**config.mk**
```make
export PLATFORM = sky130hd
export DESIGN_NAME = xmit_priority_sched_flat
export DESIGN_NICKNAME = d
export VERILOG_FILES = /design/src/rtl/xmit_priority_sched_if.sv /design/src/rtl/xmit_priority_sched.sv /design/src/flat_wrapper.sv
export SDC_FILE = /design/constraint.sdc
export NUM_CORES = 1
export LEC_CHECK = 0
export CAP_MARGIN = 10
export CORE_MARGIN = 4
export CORE_UTILIZATION = 30
export DETAILED_ROUTE_END_ITERATION = 7
export PLACE_DENSITY = 0.49
export SLEW_MARGIN = 20
export SYNTH_ARGS = -nofsm -noshare
export SYNTH_HDL_FRONTEND = slang
export SYNTH_SLANG_ARGS = --single-unit
```
**constraint.sdc**
```tcl
create_clock -name clk_sys -period 2.6 [get_ports clk_sys]
set_input_delay 0.26 -clock clk_sys [delete_from_list [all_inputs] [get_ports clk_sys]]
set_output_delay 0.26 -clock clk_sys [all_outputs]
set_load 0.05 [all_outputs]
```
**src/rtl/xmit_priority_sched_if.sv**
```systemverilog
// Control/data FIFO and transmit handshake bundle for the two-queue transmit scheduler.
// master = scheduler side, slave = FIFO/downstream side.
interface xmit_priority_sched_if #(
    parameter int LEN_W = 12
) ();
    logic             hi_ctrl_empty;
    logic [LEN_W-1:0] hi_ctrl_len;
    logic             lo_ctrl_empty;
    logic [LEN_W-1:0] lo_ctrl_len;
    logic             tx_ready;
    logic             hi_ctrl_rd;
    logic             lo_ctrl_rd;
    logic             hi_data_rd;
    logic             lo_data_rd;
    logic             tx_sel;
    logic             tx_sof;
    logic             tx_eof;
    logic             tx_busy;

    modport master (
        input  hi_ctrl_empty, hi_ctrl_len, lo_ctrl_empty, lo_ctrl_len, tx_ready,
        output hi_ctrl_rd, lo_ctrl_rd, hi_data_rd, lo_data_rd,
        output tx_sel, tx_sof, tx_eof, tx_busy
    );

    modport slave (
        output hi_ctrl_empty, hi_ctrl_len, lo_ctrl_empty, lo_ctrl_len, tx_ready,
        input  hi_ctrl_rd, lo_ctrl_rd, hi_data_rd, lo_data_rd,
        input  tx_sel, tx_sof, tx_eof, tx_busy
    );
endinterface

```
**src/rtl/xmit_priority_sched.sv**
```systemverilog
// Two-queue (hi/lo) frame transmit scheduler with an inter-frame gap (IDLE/SEND/GAP FSM).
// Optional lo-queue starvation guard enabled by defining XMIT_STARVE_GUARD_EN.
module xmit_priority_sched #(
    parameter int LEN_W        = 12,
    parameter int IFG_CYCLES   = 12,
    parameter int STARVE_LIMIT = 4
) (
    input  logic                  clk_sys,
    input  logic                  reset,
    xmit_priority_sched_if.master bus
);

    localparam int GAP_W = (IFG_CYCLES > 1) ? $clog2(IFG_CYCLES) : 1;
    localparam logic [GAP_W-1:0] GAP_LOAD = (IFG_CYCLES > 0) ? GAP_W'(IFG_CYCLES - 1) : '0;

    typedef enum logic [1:0] {
        ST_IDLE = 2'd0,
        ST_SEND = 2'd1,
        ST_GAP  = 2'd2
    } state_t;

    state_t             state_r, state_s;
    logic [LEN_W-1:0]   cnt_r, cnt_s;
    logic [GAP_W-1:0]   gap_r, gap_s;
    logic               sel_r, sel_s;
    logic               first_r, first_s;

    logic               grant_hi_s;
    logic               grant_lo_s;
    logic [LEN_W-1:0]   grant_len_s;
    logic               hi_ctrl_rd_s;
    logic               lo_ctrl_rd_s;
    logic               hi_data_rd_s;
    logic               lo_data_rd_s;
    logic               sof_s;
    logic               eof_s;

`ifdef XMIT_STARVE_GUARD_EN
    localparam int SV_W = (STARVE_LIMIT > 0) ? $clog2(STARVE_LIMIT + 1) : 1;
    localparam logic [SV_W-1:0] STARVE_MAX = SV_W'(STARVE_LIMIT);

    logic [SV_W-1:0] starve_r, starve_s;

    // Arbitration: a pending lo frame preempts hi once the hi run reaches the limit.
    always_comb begin
        grant_hi_s = 1'b0;
        grant_lo_s = 1'b0;
        if (state_r == ST_IDLE) begin
            if (!bus.lo_ctrl_empty && (starve_r == STARVE_MAX)) begin
                grant_lo_s = 1'b1;
            end else if (!bus.hi_ctrl_empty) begin
                grant_hi_s = 1'b1;
            end else if (!bus.lo_ctrl_empty) begin
                grant_lo_s = 1'b1;
            end else begin
                grant_hi_s = 1'b0;
            end
        end else begin
            grant_hi_s = 1'b0;
        end
    end

    // Starvation count: zero-length frames move no data and so leave it untouched.
    always_comb begin
        starve_s = starve_r;
        if ((state_r == ST_IDLE) && (grant_len_s != '0)) begin
            if (grant_lo_s) begin
                starve_s = '0;
            end else if (grant_hi_s && (starve_r < STARVE_MAX)) begin
                starve_s = starve_r + SV_W'(1);
            end else begin
                starve_s = starve_r;
            end
        end else begin
            starve_s = starve_r;
        end
    end

    // Starvation counter register.
    always_ff @(posedge clk_sys) begin
        if (reset) begin
            starve_r <= '0;
        end else begin
            starve_r <= starve_s;
        end
    end
`else
    // Arbitration: strict priority, hi always wins.
    always_comb begin
        grant_hi_s = 1'b0;
        grant_lo_s = 1'b0;
        if (state_r == ST_IDLE) begin
            if (!bus.hi_ctrl_empty) begin
                grant_hi_s = 1'b1;
            end else if (!bus.lo_ctrl_empty) begin
                grant_lo_s = 1'b1;
            end else begin
                grant_hi_s = 1'b0;
            end
        end else begin
            grant_hi_s = 1'b0;
        end
    end
`endif

    // Length of the frame at the head of the granted queue.
    always_comb begin
        grant_len_s = '0;
        if (grant_hi_s) begin
            grant_len_s = bus.hi_ctrl_len;
        end else if (grant_lo_s) begin
            grant_len_s = bus.lo_ctrl_len;
        end else begin
            grant_len_s = '0;
        end
    end

    // FSM next-state, datapath next-values and strobes.
    always_comb begin
        state_s      = state_r;
        cnt_s        = cnt_r;
        gap_s        = gap_r;
        sel_s        = sel_r;
        first_s      = first_r;
        hi_ctrl_rd_s = 1'b0;
        lo_ctrl_rd_s = 1'b0;
        hi_data_rd_s = 1'b0;
        lo_data_rd_s = 1'b0;
        sof_s        = 1'b0;
        eof_s        = 1'b0;
        case (state_r)
            ST_IDLE: begin
                hi_ctrl_rd_s = grant_hi_s;
                lo_ctrl_rd_s = grant_lo_s;
                // A zero-length entry is just discarded; stay here to arbitrate again.
                if ((grant_hi_s || grant_lo_s) && (grant_len_s != '0)) begin
                    state_s = ST_SEND;
                    cnt_s   = grant_len_s;
                    sel_s   = grant_hi_s;
                    first_s = 1'b1;
                end else begin
                    state_s = ST_IDLE;
                end
            end
            ST_SEND: begin
                if (bus.tx_ready) begin
                    hi_data_rd_s = sel_r;
                    lo_data_rd_s = ~sel_r;
                    sof_s        = first_r;
                    eof_s        = (cnt_r == LEN_W'(1));
                    cnt_s        = cnt_r - LEN_W'(1);
                    first_s      = 1'b0;
                    if (eof_s) begin
                        gap_s   = GAP_LOAD;
                        state_s = (IFG_CYCLES > 0) ? ST_GAP : ST_IDLE;
                    end else begin
                        state_s = ST_SEND;
                    end
                end else begin
                    state_s = ST_SEND;
                end
            end
            ST_GAP: begin
                if (gap_r == '0) begin
                    state_s = ST_IDLE;
                end else begin
                    gap_s = gap_r - GAP_W'(1);
                end
            end
            default: begin
                state_s = ST_IDLE;
            end
        endcase
    end

    // State and datapath registers.
    always_ff @(posedge clk_sys) begin
        if (reset) begin
            state_r <= ST_IDLE;
            cnt_r   <= '0;
            gap_r   <= '0;
            sel_r   <= 1'b0;
            first_r <= 1'b0;
        end else begin
            state_r <= state_s;
            cnt_r   <= cnt_s;
            gap_r   <= gap_s;
            sel_r   <= sel_s;
            first_r <= first_s;
        end
    end

    // Every output is forced low while reset is held, even before the first edge.
    assign bus.hi_ctrl_rd = hi_ctrl_rd_s & ~reset;
    assign bus.lo_ctrl_rd = lo_ctrl_rd_s & ~reset;
    assign bus.hi_data_rd = hi_data_rd_s & ~reset;
    assign bus.lo_data_rd = lo_data_rd_s & ~reset;
    assign bus.tx_sof     = sof_s & ~reset;
    assign bus.tx_eof     = eof_s & ~reset;
    assign bus.tx_sel     = sel_r & ~reset;
    assign bus.tx_busy    = (state_r != ST_IDLE) & ~reset;

endmodule

```
**src/flat_wrapper.sv**
```systemverilog
// flat-port wrapper written by rule: the top's interface ports become plain ports
module xmit_priority_sched_flat 
#(
    parameter int LEN_W        = 12,
    parameter int IFG_CYCLES   = 12,
    parameter int STARVE_LIMIT = 4
)
  (clk_sys, reset, bus_hi_ctrl_empty, bus_hi_ctrl_len, bus_lo_ctrl_empty, bus_lo_ctrl_len, bus_tx_ready, bus_hi_ctrl_rd, bus_lo_ctrl_rd, bus_hi_data_rd, bus_lo_data_rd, bus_tx_sel, bus_tx_sof, bus_tx_eof, bus_tx_busy);
  xmit_priority_sched_if #(.LEN_W(LEN_W)) bus_i ();
  input  logic clk_sys;
  input  logic reset;
  input wire logic [$bits(bus_i.hi_ctrl_empty)-1:0] bus_hi_ctrl_empty;
  input wire logic [$bits(bus_i.hi_ctrl_len)-1:0] bus_hi_ctrl_len;
  input wire logic [$bits(bus_i.lo_ctrl_empty)-1:0] bus_lo_ctrl_empty;
  input wire logic [$bits(bus_i.lo_ctrl_len)-1:0] bus_lo_ctrl_len;
  input wire logic [$bits(bus_i.tx_ready)-1:0] bus_tx_ready;
  output wire logic [$bits(bus_i.hi_ctrl_rd)-1:0] bus_hi_ctrl_rd;
  output wire logic [$bits(bus_i.lo_ctrl_rd)-1:0] bus_lo_ctrl_rd;
  output wire logic [$bits(bus_i.hi_data_rd)-1:0] bus_hi_data_rd;
  output wire logic [$bits(bus_i.lo_data_rd)-1:0] bus_lo_data_rd;
  output wire logic [$bits(bus_i.tx_sel)-1:0] bus_tx_sel;
  output wire logic [$bits(bus_i.tx_sof)-1:0] bus_tx_sof;
  output wire logic [$bits(bus_i.tx_eof)-1:0] bus_tx_eof;
  output wire logic [$bits(bus_i.tx_busy)-1:0] bus_tx_busy;
  assign bus_i.hi_ctrl_empty = bus_hi_ctrl_empty;
  assign bus_i.hi_ctrl_len = bus_hi_ctrl_len;
  assign bus_i.lo_ctrl_empty = bus_lo_ctrl_empty;
  assign bus_i.lo_ctrl_len = bus_lo_ctrl_len;
  assign bus_i.tx_ready = bus_tx_ready;
  assign bus_hi_ctrl_rd = bus_i.hi_ctrl_rd;
  assign bus_lo_ctrl_rd = bus_i.lo_ctrl_rd;
  assign bus_hi_data_rd = bus_i.hi_data_rd;
  assign bus_lo_data_rd = bus_i.lo_data_rd;
  assign bus_tx_sel = bus_i.tx_sel;
  assign bus_tx_sof = bus_i.tx_sof;
  assign bus_tx_eof = bus_i.tx_eof;
  assign bus_tx_busy = bus_i.tx_busy;
  xmit_priority_sched #(.LEN_W(LEN_W), .IFG_CYCLES(IFG_CYCLES), .STARVE_LIMIT(STARVE_LIMIT)) u_core (.clk_sys(clk_sys), .reset(reset), .bus(bus_i));
endmodule
```
Word-level counts from Yosys, hierarchy flattened
Cells that the tools add are included.
Operators by class
  $add $sub $neg: 2
  eq/ne operators: 8
  muxes and demuxes: 32
  bitwise gates (word level): 10
  reduce and logical (&&, ||, !) cells: 11
Operator list (number)
  $mux W12: 4
  $pmux W12 S2: 1
  $mux W1: 18
  $eq A12 B1 Y1 const B: 1
  $mux W4: 3
  $reduce_bool A12 Y1: 1
  $sub A12 B1 Y12 const B: 1
  $and A1 B1 Y1: 8
  $pmux W4 S2: 1
  $mux W2: 3
  $ne A2 B2 Y1 const B: 3
  $pmux W2 S3: 1
  $reduce_bool A2 Y1: 3
  $logic_not A4 Y1: 1
  $ne A2 B1 Y1 const B: 2
  $reduce_and A4 Y1: 1
  $sub A4 B1 Y4 const B: 1
  $reduce_and A3 Y1: 1
  $eq A2 B1 Y1 const B: 1
  $eq A2 B2 Y1 const B: 1
  $logic_not A2 Y1: 1
  $not A1 Y1: 2
  $pmux W1 S2: 1
  $reduce_and A2 Y1: 1
  2 further kinds: 2
Storage, ports and cells
  register bits: 20
  input port bits: 29
  output and inout port bits: 8
  word-level logic and storage cells: 68

Depth between registers and ports, before layout
Gate-level depths: netlist of run 1.
  word-level depth: 9
  mapped depth: 7
  mapped depth without buffers: 7

Least setup slack after synthesis of run 1
No wires, ideal clock.
  path kind: input to register
  start: input port bus_lo_ctrl_len[2]
  end: register u_core.cnt_r[0]
  setup time: 0.121 ns
  arrival: 2.154 ns
  data required time: 2.479 ns
  setup slack: 0.325 ns
  cell stages on the path: 6
  path buffers: 1
  cells stage by stage: or4_1 > or4_4 > a211oi_4 > and2_1 > buf_6 > mux2_4
Between the ends
  word-level cells in the longest chain between the ends: 6
RTL lines
  start, declared: line flat_wrapper.sv:15  | input wire logic [$bits(bus_i.lo_ctrl_len)-1:0] bus_lo_ctrl_len;
  $mux W12: line xmit_priority_sched.sv:111  | end else if (grant_lo_s) begin
  $mux W12: line xmit_priority_sched.sv:109  | if (grant_hi_s) begin
  $reduce_bool A12 Y1: line xmit_priority_sched.sv:136  | if ((grant_hi_s || grant_lo_s) && (grant_len_s != '0)) begin
  $logic_and A1 B1 Y1: line xmit_priority_sched.sv:136
  $ne A2 B2 Y1 (no source line)
  $reduce_and A3 Y1 (no source line)
  end signal, assigned: line xmit_priority_sched.sv:186  | cnt_r <= cnt_s;
  end, declared: line xmit_priority_sched.sv:23  | logic [LEN_W-1:0] cnt_r, cnt_s;
No other way between the ends.
A chain may end at the register's enable or synchronous reset.

Final worst setup path of run 1
  start: register u_core.cnt_r[6]
  end: output port bus_tx_eof
Between the ends
  word-level cells in the longest chain between the ends: 4
RTL lines
  $eq A12 B1 Y1: line xmit_priority_sched.sv:150  | eof_s = (cnt_r == LEN_W'(1));
  $mux W1: line xmit_priority_sched.sv:146  | if (bus.tx_ready) begin
  $mux W1: line xmit_priority_sched.sv:131  | case (state_r)
  $and A1 B1 Y1: line xmit_priority_sched.sv:199  | assign bus.tx_eof = eof_s & ~reset;
  end, declared: line flat_wrapper.sv:23  | output wire logic [$bits(bus_i.tx_eof)-1:0] bus_tx_eof;
No other way between the ends.

==> impl_metrics.py, run 1 <==
metrics = {
    "outcome": {
        "status": "finished clean",
    },
    "grt": {
        "grt_pass1_wl_um": 8180,
        "first_global_vias": 1714,
        "grt_overflow": 0,
        "antenna_found_initial": 0,
        "track_usage_pct": 16.3,
        "grt_max_degree": 21,
    },
    "routing": {
        "drtIter0Drc": 111,
        "drc_errors": 0,
        "wire_per_inst_um": 16.4,
        "vias": 1727,
        "wl_um": 4990,
        "first_pass_iters": 5,
        "antenna_left": 0,
        "via_per_inst": 5.68,
    },
    "sta": {
        "final.setup.tns_ps": 0,
        "whs_ps": 469,
        "period_needed_ps": 2340,
        "timing.final.crit_share_pct": 90.0,
        "rsz0062_at_grt": "false",
        "slew_violations": 0,
        "slew_headroom_pct": 55.5,
        "max_freq_ghz": 0.427,
        "hold_viol": 0,
        "finalSetupViolCount": 0,
        "finClkSkew_ps": 7.16,
        "tightestPinTransition_ps": 665,
        "fin_ws_ps": 259,
    },
    "clocking": {
        "cts_sinks": 20,
        "hold_buffers": 0,
        "cts_buffers": 3,
        "root_buffer": "clkbuf_8",
        "clockBufferDepth": 2,
        "htreeDepth": 1,
        "cts_tree": "yes",
        "post_cts_resized": 0,
        "clk_pin_slew_ps": 80,
        "cts_setup_buffers": 0,
        "insertion_delay_ps": 260,
    },
    "die": {
        "io_pins": 37,
        "core_area_mm2": 0.00482,
        "fp.dieW_um": 79.4,
        "die_area_mm2": 0.00630,
        "die_h_um": 79.4,
        "row_count": 25,
        "initial_utilization_pct": 31.7,
    },
    "worst_setup_path": {
        "start_kind": "register",
        "crit_required_ps": 2340,
        "critPathMaxFanout": 7,
        "end_kind": "primary output",
        "worstSetupPathType": "register to primary output",
        "arrival_ps": 2080,
    },
    "finish": {
        "drive_gt1_share_pct": 16.0,
        "antenna_cells": 0,
        "nFillCells": 499,
        "nets": 270,
        "areaGrowthSynthToFinish_pct": 39.0,
    },
    "synth": {
        "synth_flop_cell": "dfxtp_1",
        "synth_top_area_cell": "dfxtp_1",
        "yosysMostFrequentCell": "dfxtp_1",
        "postSynthAreaPerCell_um2": 7.75,
        "syn_nets": 229,
        "ys_async_sr_fraction_pct": 0,
        "yosys-top-cells-count": "dfxtp_1 (20), nand2_1 (19), nor2_1 (15)",
        "synth_top_family_by_area": "compound AO/OA/AOI/OAI gates",
        "synth_xor_area_share_pct": 2.29,
        "synthSimpleGateAreaFrac_pct": 26.9,
        "netlist_area_mm2": 0.00153,
        "synthDistinctLibCells": 51,
        "ys_warn_count": 0,
        "synthCells": 197,
        "yosysSeqAreaShare_pct": 26.2,
        "synth_edf_count": 0,
        "synth-compound-area-share_pct": 32.2,
        "synth-seq-cells": 20,
        "synth_top_area_share_pct": 26.2,
        "synth_area_leaders": "dfxtp_1 (26%), o2bb2ai_1 (5.7%), nand2_1 (4.7%)",
        "synthMuxAreaShare_pct": 3.11,
        "synth_fa_ha_area_share_pct": 2.46,
    },
    "pwr": {
        "p_per_area_mw_per_mm2": 542,
        "power.leakage_nw": 0.793,
        "ir_drop_mv": 0.279,
    },
    "place": {
        "hpwl_um": 3970,
        "port_buffers": 36,
        "gp_congestion": 0.901,
        "dp_slack_ps": 78.8,
    },
    "run": {
        "cap_violations": 0,
    },
    "min_path": {
        "worst_hold_path_type": "register to register",
    },
}
through the flow:
stage	instance area, um2	cells	utilization [%]	power, W
2_1_floorplan	1530	197	-	0.000731
3_3_place_gp	2070	300	42.9	0.000903
3_5_place_dp	2070	300	42.9	0.000906
4_1_cts	2120	304	44.1	0.00115
5_1_grt	2120	304	44.1	0.00122
6_report	2120	304	44.1	0.00115
logic make-up (layout without fill, tap and decap cells):
| group | after synthesis | count (layout) |
|---|---|---|
| XOR/XNOR | 4 | 4 |
| AND/OR/NAND/NOR | 79 | 79 |
| adder cells (fa/ha/maj) | 3 | 3 |
| buffers and inverters | 24 | 64 |
| AO/OA/AOI/OAI | 63 | 63 |
| flip-flops | 20 | 20 |
| multiplexers | 4 | 4 |
state kept, by name, summed over array words and instances, names as in the netlist:
name,count
u_core.gap_r,4
u_core.first_r,1
u_core.sel_r,1
u_core.state_r,2
u_core.cnt_r,12
per-layer routing:
metal | vias up | share of wire [%] | global-route usage [%]
li1 | 837 | - | -
met1 | 807 | 46 | 21.2
met2 | 79 | 47 | 27.4
met3 | 4 | 6.8 | 3.17
met4 | 0 | 0.70 | 4.30
met5 | - | 0 | 0
area by class of cell:
| class | instances | area, um2 | area share, % |
|---|---|---|---|
| clock buffer | 4 | 55.1 | 2.59 |
| inverter | 9 | 33.8 | 1.59 |
| multi-input combinational | 153 | 1020 | 48.1 |
| tap | 67 | 83.8 | 3.95 |
| timing repair buffer | 51 | 528 | 24.9 |
| sequential | 20 | 400 | 18.9 |
final timing paths:
check / startpoint / to / slack (ps) / cells past startpoint
setup / recovery: u_core.cnt_r[6] / bus_tx_eof / 260 / 5
hold / removal: u_core.first_r / u_core.first_r / 470 / 2
hold reg to reg: u_core.first_r / u_core.first_r / 470 / 2
setup reg to reg: u_core.cnt_r[6] / u_core.gap_r[3] / 450 / 6
cells in the final DEF, fill, tap and decap left out, types with 3 or more instances in the layout:
| cell | netlist | final |
|---|---|---|
| a211oi_1 | 4 | 4 |
| a21oi_1 | 8 | 8 |
| a221oi_1 | 7 | 7 |
| a22oi_1 | 3 | 3 |
| a31o_2 | 3 | 3 |
| a32oi_1 | 3 | 3 |
| buf_12 | 0 | 6 |
| buf_4 | 0 | 17 |
| clkbuf_8 | 0 | 4 |
| clkdlybuf4s50_1 | 0 | 28 |
| dfxtp_1 | 20 | 20 |
| ha_1 | 3 | 3 |
| inv_1 | 9 | 9 |
| nand2_1 | 19 | 19 |
| nand2b_1 | 3 | 3 |
| nand3_1 | 5 | 5 |
| nor2_1 | 15 | 15 |
| nor2b_1 | 3 | 3 |
| nor3_1 | 9 | 9 |
| nor3b_1 | 3 | 3 |
| nor4_1 | 6 | 6 |
| o21ai_0 | 7 | 7 |
| o2bb2ai_1 | 10 | 10 |
| or3_1 | 4 | 4 |
| or4_1 | 3 | 3 |
power by group:
| group | switching [W] | internal [W] | total, W |
|---|---|---|---|
| clock | 0.000110 | 0.000135 | 0.000245 |
| combinational | 0.000277 | 0.000233 | 0.000510 |
| sequential | 0.0000432 | 0.000351 | 0.000394 |
worst max-delay path, cell delays in order (launching register included):
cell,delay [ps]
dfxtp_1,390
or4_1,600
nor4_1,300
buf_4,180
and3_1,200
buf_12,140
No activity file was read; power rests on OpenSTA's default activity.
==> inputs of run 2 (changes only) <==
--- a/config.mk
+++ b/config.mk
@@ -10,7 +10,7 @@
 export CORE_UTILIZATION = 30
 export DETAILED_ROUTE_END_ITERATION = 7
 export PLACE_DENSITY = 0.49
-export SLEW_MARGIN = 20
+export SLEW_MARGIN = 10
 export SYNTH_ARGS = -nofsm -noshare
 export SYNTH_HDL_FRONTEND = slang
 export SYNTH_SLANG_ARGS = --single-unit
==> results of run 2 <==
Final layout, timing and power as in run 1 (identical DEF).
==> inputs of run 3 (changes only) <==
--- a/config.mk
+++ b/config.mk
@@ -8,6 +8,7 @@
 export CAP_MARGIN = 10
 export CORE_MARGIN = 4
 export CORE_UTILIZATION = 30
+export CTS_CLUSTER_SIZE = 24
 export DETAILED_ROUTE_END_ITERATION = 7
 export PLACE_DENSITY = 0.49
 export SLEW_MARGIN = 10
==> results of run 3 <==
Final layout, timing and power as in run 1 (identical DEF).
